[src/rtl/trdb_packet_emitter.sv]
// Trace packet emitter: packs format 1/2/3 trace packets into a flat payload bus
// with a byte length, registered one cycle after the request.
package trdb_pkg;
  localparam int unsigned XLEN             = 32;
  localparam int unsigned CAUSE_LEN        = 5;
  localparam int unsigned BRANCH_COUNT_LEN = 5;
  localparam int unsigned BRANCH_MAP_LEN   = 31;
  localparam int unsigned PAYLOAD_LEN      = 256;
  localparam int unsigned P_LEN            = 8;

  typedef enum logic [1:0] {
    F_UNSUPPORTED = 2'h0,
    F_BRANCH_FULL = 2'h1,
    F_ADDR_ONLY   = 2'h2,
    F_SYNC        = 2'h3
  } trdb_format_e;

  typedef enum logic [1:0] {
    SF_START   = 2'h0,
    SF_TRAP    = 2'h1,
    SF_CONTEXT = 2'h2,
    SF_SUPPORT = 2'h3
  } trdb_f_sync_subformat_e;

  typedef enum logic [1:0] {
    QS_NO_CHANGE  = 2'h0,
    QS_ENDED_REP  = 2'h1,
    QS_TRACE_LOST = 2'h2,
    QS_ENDED_NTR  = 2'h3
  } qual_status_e;

  typedef enum logic [2:0] {
    IOPT_DELTA        = 3'h0,
    IOPT_FULL         = 3'h1,
    IOPT_IMPLICIT_EXC = 3'h2,
    IOPT_SIJUMP       = 3'h3,
    IOPT_IMPLICIT_RET = 3'h4,
    IOPT_BRANCH_PRED  = 3'h5,
    IOPT_JUMP_CACHE   = 3'h6,
    IOPT_RESERVED     = 3'h7
  } ioptions_e;
endpackage

// Handshake: valid_i is a one-cycle request with no backpressure; packet_valid_o
// pulses for exactly one cycle, one clock later, carrying that request's packet.
module trdb_packet_emitter
  import trdb_pkg::*;
(
  input  logic                          clk_i,
  input  logic                          rst_ni,
  input  logic                          valid_i,
  input  trdb_format_e                  packet_format_i,
  input  trdb_f_sync_subformat_e        packet_f_sync_subformat_i,
  input  logic [CAUSE_LEN-1:0]          lc_cause_i,
  input  logic [CAUSE_LEN-1:0]          tc_cause_i,
  input  logic [XLEN-1:0]               lc_tval_i,
  input  logic [XLEN-1:0]               tc_tval_i,
  input  logic                          lc_interrupt_i,
  input  logic                          tc_interrupt_i,
  input  logic                          lc_tc_mux_i,
  input  logic                          nocontext_i,
  input  logic                          notime_i,
  input  logic                          tc_branch_i,
  input  logic                          tc_branch_taken_i,
  input  logic [1:0]                    tc_priv_i,
  input  logic [XLEN-1:0]               tc_iaddr_i,
  input  logic                          thaddr_i,
  input  logic [XLEN-3:0]               tc_tvec_i,
  input  logic [XLEN-1:0]               lc_epc_i,
  input  logic                          tc_ienable_i,
  input  logic                          encoder_mode_i,
  input  qual_status_e                  qual_status_i,
  input  ioptions_e                     ioptions_i,
  input  logic                          lc_updiscon_i,
  input  logic [BRANCH_COUNT_LEN-1:0]   branches_i,
  input  logic [BRANCH_MAP_LEN-1:0]     branch_map_i,
  input  logic [$clog2(XLEN):0]         keep_bits_i,
  output logic                          packet_valid_o,
  output logic [PAYLOAD_LEN-1:0]        packet_payload_o,
  output logic [P_LEN-1:0]              payload_length_o,
  output logic                          branch_map_flush_o,
  output logic [XLEN-1:0]               addr_to_compress_o
);

  localparam int unsigned KW  = $clog2(XLEN) + 1;
  localparam int unsigned AW1 = XLEN + 1;
  localparam int unsigned MW1 = BRANCH_MAP_LEN + 1;

  logic [KW-1:0]             keep_eff;
  logic [AW1-1:0]            addr_mask_wide;
  logic [XLEN-1:0]           kept_addr;
  logic [P_LEN-1:0]          map_len;
  logic [MW1-1:0]            map_mask_wide;
  logic [BRANCH_MAP_LEN-1:0] map_bits;
  logic [CAUSE_LEN-1:0]      cause_sel;
  logic [XLEN-1:0]           tval_sel;
  logic                      interrupt_sel;
  logic [XLEN-1:0]           trap_addr;
  logic                      branch_bit;
  logic                      unused_ok;

  logic                      emit_d;
  logic                      flush_d;
  logic [PAYLOAD_LEN-1:0]    payload_d;
  logic [P_LEN-1:0]          bits_d;
  logic [P_LEN-1:0]          pos;

  // Context and time fields are never emitted, so these flags are ignored.
  assign unused_ok = ^{nocontext_i, notime_i, addr_mask_wide[XLEN], map_mask_wide[BRANCH_MAP_LEN]};

  assign keep_eff       = (keep_bits_i > KW'(XLEN)) ? KW'(XLEN) : keep_bits_i;
  assign addr_mask_wide = (AW1'(1) << keep_eff) - AW1'(1);
  assign kept_addr      = tc_iaddr_i & addr_mask_wide[XLEN-1:0];

  always_comb begin
    map_len = P_LEN'(BRANCH_MAP_LEN);
    if (branches_i == '0)                           map_len = P_LEN'(31);
    else if (branches_i == BRANCH_COUNT_LEN'(1))    map_len = P_LEN'(1);
    else if (branches_i <= BRANCH_COUNT_LEN'(9))    map_len = P_LEN'(9);
    else if (branches_i <= BRANCH_COUNT_LEN'(17))   map_len = P_LEN'(17);
    else if (branches_i <= BRANCH_COUNT_LEN'(25))   map_len = P_LEN'(25);
    else                                            map_len = P_LEN'(31);
  end

  assign map_mask_wide = (MW1'(1) << map_len) - MW1'(1);
  assign map_bits      = branch_map_i & map_mask_wide[BRANCH_MAP_LEN-1:0];

  assign cause_sel     = lc_tc_mux_i ? tc_cause_i     : lc_cause_i;
  assign tval_sel      = lc_tc_mux_i ? tc_tval_i      : lc_tval_i;
  assign interrupt_sel = lc_tc_mux_i ? tc_interrupt_i : lc_interrupt_i;
  assign trap_addr     = thaddr_i ? {tc_tvec_i, 2'b00} : lc_epc_i;
  assign branch_bit    = tc_branch_i ? !tc_branch_taken_i : 1'b1;

  assign addr_to_compress_o =
    (packet_format_i == F_SYNC && packet_f_sync_subformat_i == SF_TRAP) ? trap_addr : tc_iaddr_i;

  always_comb begin
    emit_d    = 1'b0;
    flush_d   = 1'b0;
    payload_d = '0;
    bits_d    = '0;
    pos       = '0;
    if (valid_i) begin
      case (packet_format_i)
        F_SYNC: begin
          emit_d         = 1'b1;
          payload_d[1:0] = packet_format_i;
          payload_d[3:2] = packet_f_sync_subformat_i;
          case (packet_f_sync_subformat_i)
            SF_START: begin
              payload_d[4]    = branch_bit;
              payload_d[6:5]  = tc_priv_i;
              payload_d[38:7] = tc_iaddr_i;
              bits_d          = P_LEN'(39);
            end
            SF_TRAP: begin
              payload_d[4]     = branch_bit;
              payload_d[6:5]   = tc_priv_i;
              payload_d[11:7]  = cause_sel;
              payload_d[12]    = interrupt_sel;
              payload_d[13]    = thaddr_i;
              payload_d[45:14] = trap_addr;
              payload_d[77:46] = tval_sel;
              bits_d           = P_LEN'(78);
            end
            SF_CONTEXT: begin
              payload_d[5:4] = tc_priv_i;
              bits_d         = P_LEN'(6);
            end
            default: begin
              payload_d[4]    = tc_ienable_i;
              payload_d[5]    = encoder_mode_i;
              payload_d[7:6]  = qual_status_i;
              payload_d[10:8] = ioptions_i;
              bits_d          = P_LEN'(11);
            end
          endcase
        end
        F_ADDR_ONLY: begin
          emit_d         = 1'b1;
          payload_d[1:0] = packet_format_i;
          payload_d      = payload_d | (PAYLOAD_LEN'(kept_addr) << 2);
          pos            = P_LEN'(2) + P_LEN'(keep_eff);
          payload_d      = payload_d | (PAYLOAD_LEN'(lc_updiscon_i) << pos);
          bits_d         = pos + P_LEN'(1);
        end
        F_BRANCH_FULL: begin
          emit_d         = 1'b1;
          flush_d        = 1'b1;
          payload_d[1:0] = packet_format_i;
          payload_d[6:2] = branches_i;
          payload_d      = payload_d | (PAYLOAD_LEN'(map_bits) << 7);
          pos            = P_LEN'(7) + map_len;
          // A zero count means a full map with nothing following it.
          if (branches_i != '0) begin
            payload_d = payload_d | (PAYLOAD_LEN'(kept_addr) << pos);
            pos       = pos + P_LEN'(keep_eff);
            payload_d = payload_d | (PAYLOAD_LEN'(lc_updiscon_i) << pos);
            pos       = pos + P_LEN'(1);
          end
          bits_d = pos;
        end
        default: ;
      endcase
    end
  end

  always_ff @(posedge clk_i or negedge rst_ni) begin
    if (!rst_ni) begin
      packet_valid_o     <= 1'b0;
      packet_payload_o   <= '0;
      payload_length_o   <= '0;
      branch_map_flush_o <= 1'b0;
    end else begin
      packet_valid_o     <= emit_d;
      packet_payload_o   <= payload_d;
      payload_length_o   <= (bits_d + P_LEN'(7)) >> 3;
      branch_map_flush_o <= flush_d;
    end
  end

endmodule

[config.mk]
export PLATFORM = sky130hd
export DESIGN_NAME = trdb_packet_emitter
export DESIGN_NICKNAME = d
export VERILOG_FILES = /design/src/rtl/trdb_packet_emitter.sv
export SDC_FILE = /design/constraint.sdc
export NUM_CORES = 1
export LEC_CHECK = 0
export CORE_AREA = 2 2 204 206
export CTS_CLUSTER_SIZE = 8
export DETAILED_ROUTE_END_ITERATION = 8
export DIE_AREA = 0 0 206 208
export HOLD_SLACK_MARGIN = 0.02
export MAX_ROUTING_LAYER = met4
export PLACE_DENSITY = 0.68
export SETUP_SLACK_MARGIN = 0.4
export SLEW_MARGIN = 30
export SYNTH_ARGS = -nofsm -noshare
export SYNTH_HDL_FRONTEND = slang
export SYNTH_SLANG_ARGS = --single-unit
[constraint.sdc]
create_clock -name clk_i -period 5.7 [get_ports clk_i]
set_input_delay 0.855 -clock clk_i [delete_from_list [all_inputs] [get_ports clk_i]]
set_output_delay 0.855 -clock clk_i [all_outputs]
set_load 0.1 [all_outputs]
==> results by group, run 1 <==
Global routing
  – Met1 GRT Util: 0.499
  – Largest net degree at the start of global routing: 69
  – First-pass GRT wire length: 117000 microns
  – GR peak layer: met2
  – M2 GR Usage: 0.621
  – Met3 GRT Util: 0.0733
  – GR Overflow Total: 0
  – All-layer global routing usage: 0.399
  – Vias in the first global route: about 15000
  – Initial antenna violation count: 2

STA
  – Max-slew violation count: 0
  – Final worst-path cycle share: 0.851
  – Setup_tns: 0 ns
  – Final Hold Viols: 0
  – RSZ-0062 raised after global routing: false
  – # setup viols final: 0
  – Max Freq: approximately 210 MHz
  – Min Hold Slack: between 0.3 and 0.4 ns
  – Max_slew headroom: 0.294
  – Worst slew pin tran: between 1 and 1.5 ns
  – Fin crit period: 4.85 ns

Yosys
  – Synth async-reset ratio: 1.00
  – Synth warn: 0
  – Seq/Total Area, Yosys: 0.264
  – Number of synthesized register bits: roughly 140
  – Syn Inst Count: 1650
  – Ys flop type: dfrtp_1
  – Yosys cell types: around 100
  – Mean Syn Cell Area: ~7.8 sq um
  – Post-synth EDFFs: 0
  – Area of the mapped netlist: about 13000 sq um

Layout
  – Layout area overhead: 45.1%
  – Core Util, Final: 0.458
  – Proportion of layout cells with a drive suffix above 1: 0.155
  – Most frequent cells in the layout: 359 x clkdlybuf4s50_1, 247 x buf_4, 166 x nor2_1, 159 x nand2_1, 135 x dfrtp_1
  – Footprint of the multi-input gates: about 8300 sq um
  – Final net count: approximately 2400
  – Commonest non-fill, non-tap cell in the layout: clkdlybuf4s50_1
  – Layout fillers: around 4200
  – Sequential cell area: 3380 sq um

Worst setup path
  – Worst path required time: 6.04 ns
  – Critical Path Source Type: input port
  – CP peak stage delay: 0.62 ns
  – Crit-path most repeated cell: mux2i_1
  – CP Capture Type: register
  – CP max stage cell: clkdlybuf4s50_1
  – Crit path max-delay family: compound AO/OA/AOI/OAI gates
  – Worst-path cell chain: clkdlybuf4s50_1, nand2b_1, inv_1, ha_1, buf_4, or3_1, a22oi_1, o2111ai_1, mux2i_1, nand2_1, o21ai_0, mux2i_1, o22ai_1
  – WS Path Type: in2reg
  – Max FO, Critical Path: 12
  – Bufs and invs on worst path: 3
  – Critical Path AT: slightly above 5 ns

Clocking
  – TritonCTS Buffers: 17
  – Post-CTS Resized: 0
  – Clock slew at reported path FFs: roughly 0.070 ns
  – Setup Fix Bufs, Post-CTS: 0
  – CTS H-tree depth: 4
  – CTS tree: done
  – Root Buffer: clkbuf_16
  – Clk sinks: 135
  – Hold buffers post-CTS: 0
  – Clock Tree Buf Depth: 2

Pwr
  – Lkg Pwr: between 0.008 and 0.009 uW
  – Max IR drop VDD: approximately 0.21 mV
  – Sw frac: 0.491
  – PwrDens: 231 nW/um^2
  – Logic pwr share: 0.519
  – Net switching power figure: approximately 2100 uW
  – Internal: around 2200 uW
  – Sequential Power Share: 0.231
  – Clock Power Share: 0.250

Routing
  – DRT Pass-1 Iters: 8
  – Remaining DRCs: 0
  – Wire per inst: ~32 microns
  – Via count of the routed design: 15800
  – ANT nets after route: 0
  – Wirelength, routed: roughly 85000 microns
  – Drt initial violations: approximately 1800
  – Vias per Instance: approximately 5.8

Die
  – Row count: 74
  – Initial Utilization: 0.316
  – Total die area: about 43000 sq um
  – Die extent in x: 206 microns
  – IO Pins: between 500 and 600
  – Die Ht: ~210 microns
  – CORE AREA: around 41000 sq um

Place
  – PortBufs: between 300 and 400
  – RD Place Congestion: between 1 and 1.5
  – Dpl hpwl: 70300 microns

Flow run
  – Max cap viols: 0

Status
  – Status: finished, final reports clean

Hold path
  – HP Class: in2async
## layout make-up
| type | instances | share of cell area |
|---|---|---|
| inverter | 35 | 0.00707 |
| clock inverter | 15 | 0.00734 |
| antenna | 1 | 0.000135 |
| timing repair buffer | 616 | 0.298 |
| sequential | 135 | 0.182 |
| multi-input combinational | 1355 | 0.447 |
| tap | 532 | 0.0358 |
| clock buffer | 17 | 0.0229 |
## power groups by stage
| stage | Clock, uW | Combinational (uW) | Sequential [uW] |
|---|---|---|---|
| detailed placement | 0 | 2180 | 1010 |
| global placement | 0 | 2180 | 1010 |
| finish | 1070 | 2230 | 995 |
| global route | 1140 | 2290 | 997 |
| floorplan | 0 | 1160 | 1220 |
| CTS | 1080 | 2190 | 995 |
## flip-flops by register name, indices dropped and copies added (netlist names)
| name | count |
|---|---|
| packet_payload_o | 128 |
| payload_length_o | 5 |
| branch_map_flush_o | 1 |
| packet_valid_o | 1 |
## metal layers
layer	up-vias	wire length (microns)
met4	0	4780
met5	-	0
met2	1050	38900
met1	7751	34400
li1	6841	-
met3	185	7340
## cells in the mapped netlist, types with 6 or more instances
master	n	share of area
a22oi_1	17	0.010
o31ai_1	11	0.0065
ha_1	25	0.024
nand4_1	7	0.0034
or3_1	11	0.0054
o211ai_1	16	0.0094
a221oi_1	26	0.018
buf_1	11	0.0032
nand3_1	52	0.020
o22a_1	9	0.0062
nor4_1	8	0.0039
and3_1	12	0.0059
buf_4	136	0.080
nor2_1	167	0.049
a211oi_1	17	0.010
o221ai_1	25	0.017
xor2_1	11	0.0075
o21bai_1	7	0.0041
dfrtp_1	135	0.26
a221o_1	6	0.0047
o22ai_1	43	0.021
inv_1	32	0.0094
o21a_1	6	0.0035
nor3_1	30	0.012
a21oi_1	104	0.041
clkbuf_1	94	0.028
a22o_1	6	0.0041
o2bb2ai_1	6	0.0041
mux2_2	7	0.0062
or2_2	6	0.0029
a21o_1	42	0.025
nand2b_1	19	0.0093
o21ai_0	112	0.044
xnor2_1	14	0.0096
mux2i_1	72	0.056
a31oi_1	20	0.0098
o21ai_1	7	0.0027
buf_2	13	0.0051
nor2b_1	6	0.0029
and2_1	18	0.0088
nand2_1	160	0.047
## through the flow
step / power, uW / setup slack [ns] / area (sq um) / instances
4_1_cts: 4260 / 1.03 / 18600 / 2705
3_3_place_gp: 3190 / 0.662 / 18000 / 2673
6_report: 4300 / 0.850 / 18600 / 2706
2_1_floorplan: 2380 / 0.578 / 13300 / 1780
3_5_place_dp: 3190 / 0.588 / 18000 / 2673
5_1_grt: 4420 / 0.692 / 18600 / 2706
## cells by family (layout without fill, tap and decap cells)
logic type	Yosys count	after routing	synth area share
adders and majority gates	26	26	0.0260
other	2	133	0.000587
xor gates and xnor gates	26	26	0.0189
AOI/OAI and AO/OA	557	557	0.302
and+or+nand+nor	534	534	0.198
muxes	80	80	0.0636
buffers and inverters	290	683	0.127
DFF	135	135	0.264
## worst paths after layout
path / start / end / slack, ns / cells past startpoint
setup / recovery: keep_bits_i[5] / packet_payload_o[29] / 0.85 / 13
hold / removal: rst_ni / packet_payload_o[54] / 0.33 / 1
max in group asynchronous: rst_ni / packet_payload_o[38] / 4.43 / 2
min in group clk_i: valid_i / branch_map_flush_o / 1.11 / 2
Note: power is estimated with default switching activity, not from simulation.
==> run 2, diff against run 1 <==
Settings changed: CORE_AREA 2 2 204 206 to 5 5 201 203, PLACE_DENSITY 0.68 to 0.71.
==> run 2 against run 1 <==
  * Routed wire length grew 1.1%
  * Largest cell class unchanged
  * Setup slack better by 0.14 ns
  * The flow now finishes with violations (design-rule violations)
  * Clock power is essentially flat
  * Final area fell by 0.55%
  * Critical endpoint is now packet_payload_o[35]
  * Critical path depth rose by 4
  * Non-clock buffer count decreased by 12
  * Via count grew 1.5%
  * Power shrank 0.28%
  * Count of clock-buffer cells in the layout rose by 2
  * First-iteration DRC count increased by 11%
  * Final cell count down 1.0%
  * Worst hold slack worse by 0.049 ns
==> results by group, run 2 (same netlist as run 1, synthesis figures left out) <==
STA
  – # setup viols final: 0 (unchanged)
  – Max-slew violation count: 0 (unchanged)
  – Max Freq: 212 MHz (+2.9%)
  – Fin crit period: 4.71 ns (-0.138 ns)
  – Setup slack after layout: 0.988 ns (+0.138 ns)
  – RSZ-0062 raised after global routing: false
  – Max_slew headroom: 0.294 (about the same)
  – Setup_tns: 0 ns (unchanged)
  – Worst slew pin tran: 1.06 ns (+0.0000334 ns)
  – Final worst-path cycle share: 0.827 (-0.0242)
  – Final Hold Viols: 0 (unchanged)

Worst setup path
  – Crit-path most repeated cell: buf_4
  – CP max stage cell: or4_1
  – CP Capture Type: register
  – CP peak stage delay: 0.68 ns (+0.06 ns)
  – Critical Path Source Type: input port
  – Cell count along the critical path: 17 (+4)
  – Critical Path AT: 5.06 ns (-0.13 ns)
  – Max FO, Critical Path: 7 (-5)
  – Worst path required time: 6.05 ns (about the same)
  – Worst-path cell chain: clkdlybuf4s50_1, or4_1, o21a_1, inv_2, buf_4, ha_1, a21o_1, a21oi_1, buf_4, xnor2_1, buf_4, a2111oi_1, buf_4, nand2_1, a31oi_1, a211oi_1, o22ai_1
  – Setup crit end: packet_payload_o[35]
  – Bufs and invs on worst path: 6 (+3)
  – Worst setup path startpoint: branches_i[2]
  – WS Path Type: in2reg
  – Crit path max-delay family: compound AO/OA/AOI/OAI gates

Clocking
  – Post-CTS Resized: 0 (unchanged)
  – Root Buffer: clkbuf_16
  – Clk sinks: 135 (unchanged)
  – Clock slew at reported path FFs: 0.06 ns (about the same)
  – Hold buffers post-CTS: 0 (unchanged)
  – Clock Tree Buf Depth: 2 (unchanged)
  – TritonCTS Buffers: 17 (unchanged)
  – CTS tree: done
  – Setup Fix Bufs, Post-CTS: 0 (unchanged)
  – CTS H-tree depth: 4 (unchanged)

Global routing
  – Largest net degree at the start of global routing: 78 (+13%)
  – All-layer global routing usage: 0.395 (-0.00432)
  – First-pass GRT wire length: 118000 microns (+1.1%)
  – GR Overflow Total: 0 (unchanged)
  – Vias in the first global route: 15700 (+3.6%)
  – Initial antenna violation count: 2 (unchanged)

Routing
  – Wire per inst: 32.2 microns (+2.2%)
  – Drt initial violations: 2053 (+11%)
  – Wirelength, routed: 86300 microns (+1.1%)
  – Remaining DRCs: 8 (+8)
  – ANT nets after route: 0 (unchanged)
  – DRT Pass-1 Iters: 9 (+1)
  – Via count of the routed design: 16100 (+1.5%)
  – Vias per Instance: 6.00 (+2.6%)

Die
  – CORE AREA: 38300 sq um (-5.6%)
  – Die Ht: 208 microns (unchanged)
  – Row count: 72 (-2.7%)
  – Total die area: 42800 sq um (unchanged)
  – IO Pins: 533 (unchanged)
  – Initial Utilization: 0.334 (+0.0187)
  – Die extent in x: 206 microns (unchanged)

Pwr
  – PwrDens: 232 nW/um^2 (+0.27%)
  – Lkg Pwr: 0.00797 uW (-0.85%)
  – Tot Pwr: 4290 uW (-0.28%)
  – Max IR drop VDD: 0.186 mV (-10%)

Place
  – DP Cell Count: 2647 (-0.97%)
  – RD Place Congestion: 1.09 (about the same)
  – Dpl hpwl: 71300 microns (+1.4%)
  – PortBufs: 399 (unchanged)
  – Pre-CTS setup slack: 0.663 ns (+0.0755 ns)

Layout
  – Max reg flops: 128 (unchanged)
  – Largest registers: packet_payload_o: 128 flops, payload_length_o: 5 flops
  – Ant. Diodes: 0 (-1)
  – Layout fillers: 3784 (-8.8%)
  – Core Util, Final: 0.483 (+0.0244)
  – Proportion of layout cells with a drive suffix above 1: 0.150 (-0.00462)
  – Non-Filler Instances: 2678 (-1.0%)
  – Biggest register: packet_payload_o
  – Final net count: 2409 (-0.50%)
  – Most frequent cells in the layout: 360 x clkdlybuf4s50_1, 236 x buf_4, 166 x nor2_1, 159 x nand2_1, 135 x dfrtp_1
  – Layout area overhead: 44.3%
  – Commonest non-fill, non-tap cell in the layout: clkdlybuf4s50_1

Status
  – Failing checks: design-rule violations
  – Status: finished with violations

Hold path
  – HP Class: in2async

Flow run
  – Max cap viols: 0 (unchanged)
[run 2: how the worst min path moves through the flow]
stage / from / end / cells past startpoint
detailed placement: rst_ni / packet_payload_o[65] / 1
floorplan: rst_ni / branch_map_flush_o / 0
global route: rst_ni / packet_payload_o[68] / 1
finish: rst_ni / packet_payload_o[68] / 1
global placement: rst_ni / packet_payload_o[68] / 1
CTS: rst_ni / packet_payload_o[68] / 1
[run 2: area by class of cell]
class	count	area (sq um)	area share
clock buffer	19	443	0.0240
clock inverter	12	120	0.00650
inverter	35	131	0.00711
multi-input combinational	1355	8320	0.450
sequential	135	3380	0.183
tap	518	648	0.0351
timing repair buffer	604	5440	0.294
[run 2: power breakdown]
| part | switching, uW | leakage, uW | internal [uW] |
|---|---|---|---|
| clock | 453 | 0.000264 | 615 |
| sequential | 8.82 | 0.00186 | 986 |
| combinational | 1610 | 0.00584 | 614 |
[run 2: layer usage]
layer / vias up / global-route usage / wire [microns]
li1: 6829 / - / -
met4: 0 / 0.210 / 5640
met3: 247 / 0.0607 / 7150
met5: - / - / 0
met1: 7863 / 0.490 / 34000
met2: 1127 / 0.618 / 39500
[run 2: through the flow]
step / area, sq um / hold slack, ns
3_3_place_gp: 17900 / 0.743
5_1_grt: 18500 / 0.312
3_5_place_dp: 17900 / 0.747
4_1_cts: 18500 / 0.278
2_1_floorplan: 13300 / 0.559
6_report: 18500 / 0.282
==> run 3, diff against run 2 <==
Settings changed: CORE_AREA 5 5 201 203 to 5 5 202 204, DIE_AREA 0 0 206 208 to 0 0 207 209.
Clock period 5.7 ns to 4.9 ns, I/O delays scaled along.
==> run 3 against run 2 <==
  * The run now ends clean
  * Sequential cell count did not move
  * First-iteration DRC count is 12% higher
  * Setup slack worse by 0.55 ns
  * Final cell count is 2.3% higher
  * Critical path depth down 1
  * Final area up 2.5%
  * Routed wire length is 2.5% lower
  * Core utilization rose by 0.20 points
  * Power increased by 18%
  * Worst hold slack better by 0.074 ns
  * Die area up 0.97%
  * Non-clock buffer count up 53
==> results by group, run 3 (same netlist as run 1, synthesis figures left out) <==
Status
  – Status: finished, final reports clean

Place
  – Pre-CTS setup slack: 0.0198 ns (-0.644 ns)
  – Dpl hpwl: 69800 microns (-2.2%)
  – DP Cell Count: 2706 (+2.2%)
  – RD Place Congestion: 1.07 (-1.6%)
  – PortBufs: 399 (unchanged)

STA
  – RSZ-0062 raised after global routing: false
  – Final worst-path cycle share: 0.911
  – Max Freq: 224 MHz
  – Final Hold Viols: 0 (unchanged)
  – Setup_tns: 0 ns (unchanged)
  – Max_slew headroom: 0.296 (+0.00240)
  – Fin crit period: around 4.5 ns
  – Worst slew pin tran: 1.05 ns (-0.00359 ns)
  – Setup slack after layout: 0.434 ns (-0.554 ns)
  – Max-slew violation count: 0 (unchanged)
  – # setup viols final: 0 (unchanged)

Routing
  – Remaining DRCs: 0 (-8)
  – Vias per Instance: 5.88 (-2.0%)
  – Drt initial violations: 2291 (+12%)
  – Wire per inst: 30.7 microns (-4.7%)
  – Via count of the routed design: 16100 (+0.26%)
  – DRT Pass-1 Iters: 6 (-3)
  – Wirelength, routed: 84100 microns (-2.5%)
  – ANT nets after route: 0 (unchanged)

Worst setup path
  – Cell count along the critical path: 16 (-1)
  – CP peak stage delay: 0.65 ns (-0.03 ns)
  – Crit-path most repeated cell: buf_4
  – Worst setup path startpoint: keep_bits_i[5]
  – CP max stage cell: clkdlybuf4s50_1
  – Critical Path AT: 4.83 ns (-0.23 ns)
  – WS Path Type: in2reg
  – Critical Path Source Type: input port
  – Worst path required time: 5.26 ns (-0.79 ns)
  – Crit path max-delay family: buffers and inverters
  – CP Capture Type: register
  – Worst-path cell chain: clkdlybuf4s50_1, nand2b_1, inv_1, ha_1, buf_4, buf_4, or2_2, a21oi_1, o21a_1, mux2_2, o21ai_0, a2bb2oi_2, buf_4, a21oi_1, o2bb2ai_1, buf_4
  – Max FO, Critical Path: 5 (-2)
  – Setup crit end: packet_payload_o[52]
  – Bufs and invs on worst path: 6 (unchanged)

Global routing
  – Met3 GRT Util: 0.0567 (-0.00398)
  – M2 GR Usage: 0.610 (-0.00764)
  – GR peak layer: met2
  – Initial antenna violation count: 3 (+1)
  – Vias in the first global route: 15500 (-1.4%)
  – Largest net degree at the start of global routing: 74 (-5.1%)
  – GR Overflow Total: 0 (unchanged)
  – First-pass GRT wire length: 116000 microns (-1.4%)
  – All-layer global routing usage: 0.377 (-0.0178)
  – Met1 GRT Util: 0.474 (-0.0159)

Pwr
  – Net switching power figure: 2420 uW (+17%)
  – Internal: 2640 uW (+19%)
  – Max IR drop VDD: 0.208 mV (+12%)
  – Sequential Power Share: 0.229 (-0.003)
  – Clock Power Share: 0.253 (+0.004)
  – PwrDens: 267 nW/um^2 (+15%)
  – Logic pwr share: 0.518 (about the same)
  – Lkg Pwr: 0.00825 uW (+3.6%)
  – Sw frac: 0.479 (-0.00409)

Die
  – CORE AREA: 39100 sq um (+2.1%)
  – Die Ht: 209 microns (+0.48%)
  – Total die area: 43300 sq um (+0.97%)
  – Initial Utilization: 0.327 (-0.00689)
  – Row count: 73 (+1.4%)
  – IO Pins: 533 (unchanged)
  – Die extent in x: 207 microns (+0.49%)

Layout
  – Footprint of the multi-input gates: 8310 sq um (about the same)
  – Layout fillers: 3880 (+2.5%)
  – Commonest non-fill, non-tap cell in the layout: clkdlybuf4s50_1
  – Max reg flops: 128 (unchanged)
  – Non-Filler Instances: 2740 (+2.3%)
  – Layout area overhead: 48.0%
  – Final net count: 2462 (+2.2%)
  – Sequential cell area: 3380 sq um (unchanged)
  – Proportion of layout cells with a drive suffix above 1: 0.171 (+0.0203)
  – Largest registers: packet_payload_o: 128 flops, payload_length_o: 5 flops
  – Biggest register: packet_payload_o
  – Most frequent cells in the layout: 362 x clkdlybuf4s50_1, 289 x buf_4, 166 x nor2_1, 159 x nand2_1, 135 x dfrtp_1

Flow run
  – Max cap viols: 0 (unchanged)

Clocking
  – CTS tree: done
  – TritonCTS Buffers: 17 (unchanged)
  – Root Buffer: clkbuf_16
  – Clock slew at reported path FFs: 0.06 ns (about the same)
  – CTS H-tree depth: 4 (unchanged)
  – Clk sinks: 135 (unchanged)
  – Clock Tree Buf Depth: 2 (unchanged)

Hold path
  – HP Class: in2async
==> run 3: area by class of cell <==
cell class / instances / share of cell area
multi-input cells: 1355 / 0.439
repair buffers: 657 / 0.310
flip-flops and latches: 135 / 0.178
well taps: 525 / 0.0347
clock buffers: 18 / 0.0232
clock inverters: 14 / 0.00793
inverters: 35 / 0.00694
diodes: 1 / 0.000132
==> run 3: stage by stage <==
stage / instance area [sq um] / power [uW] / hold WS, ns / util
4_1_cts: 18900 / 5010 / 0.356 / 0.484
3_5_place_dp: 18300 / 3730 / 0.815 / 0.469
6_report: 18900 / 5060 / 0.356 / 0.484
5_1_grt: 18900 / 5180 / 0.400 / 0.484
3_3_place_gp: 18300 / 3730 / 0.818 / 0.469
2_1_floorplan: 13300 / 2760 / 0.439 / -
==> run 3: worst min path at each step <==
| stage | endpoint | slack [ns] | cells after the start |
|---|---|---|---|
| after CTS | packet_payload_o[112] | 0.36 | 1 |
| after detailed placement | packet_payload_o[112] | 0.81 | 1 |
| after global routing | packet_payload_o[112] | 0.40 | 1 |
| final | packet_payload_o[115] | 0.36 | 1 |
| after global placement | packet_payload_o[112] | 0.82 | 1 |
| after floorplan | branch_map_flush_o | 0.44 | 0 |
==> run 3: routing by layer <==
metal | vias up | share of wire
met5 | - | 0
li1 | 6946 | -
met3 | 204 | 0.082
met2 | 1132 | 0.46
met4 | 0 | 0.052
met1 | 7825 | 0.40
==> run 3: power groups by stage <==
stage               sequential [uW]  combinational, uW  clock [uW]
floorplan                      1420               1350           0
global placement               1180               2550           0
detailed placement             1180               2550           0
CTS                            1160               2560        1290
global route                   1160               2680        1340
finish                         1160               2620        1280
==> run 3: repair_timing <==
action | in CTS | in global routing
endpoints found under the setup margin | 0 | 8
resized for setup | 0 | 5
setup buffers | 0 | 1
hold buffers | 0 | 0
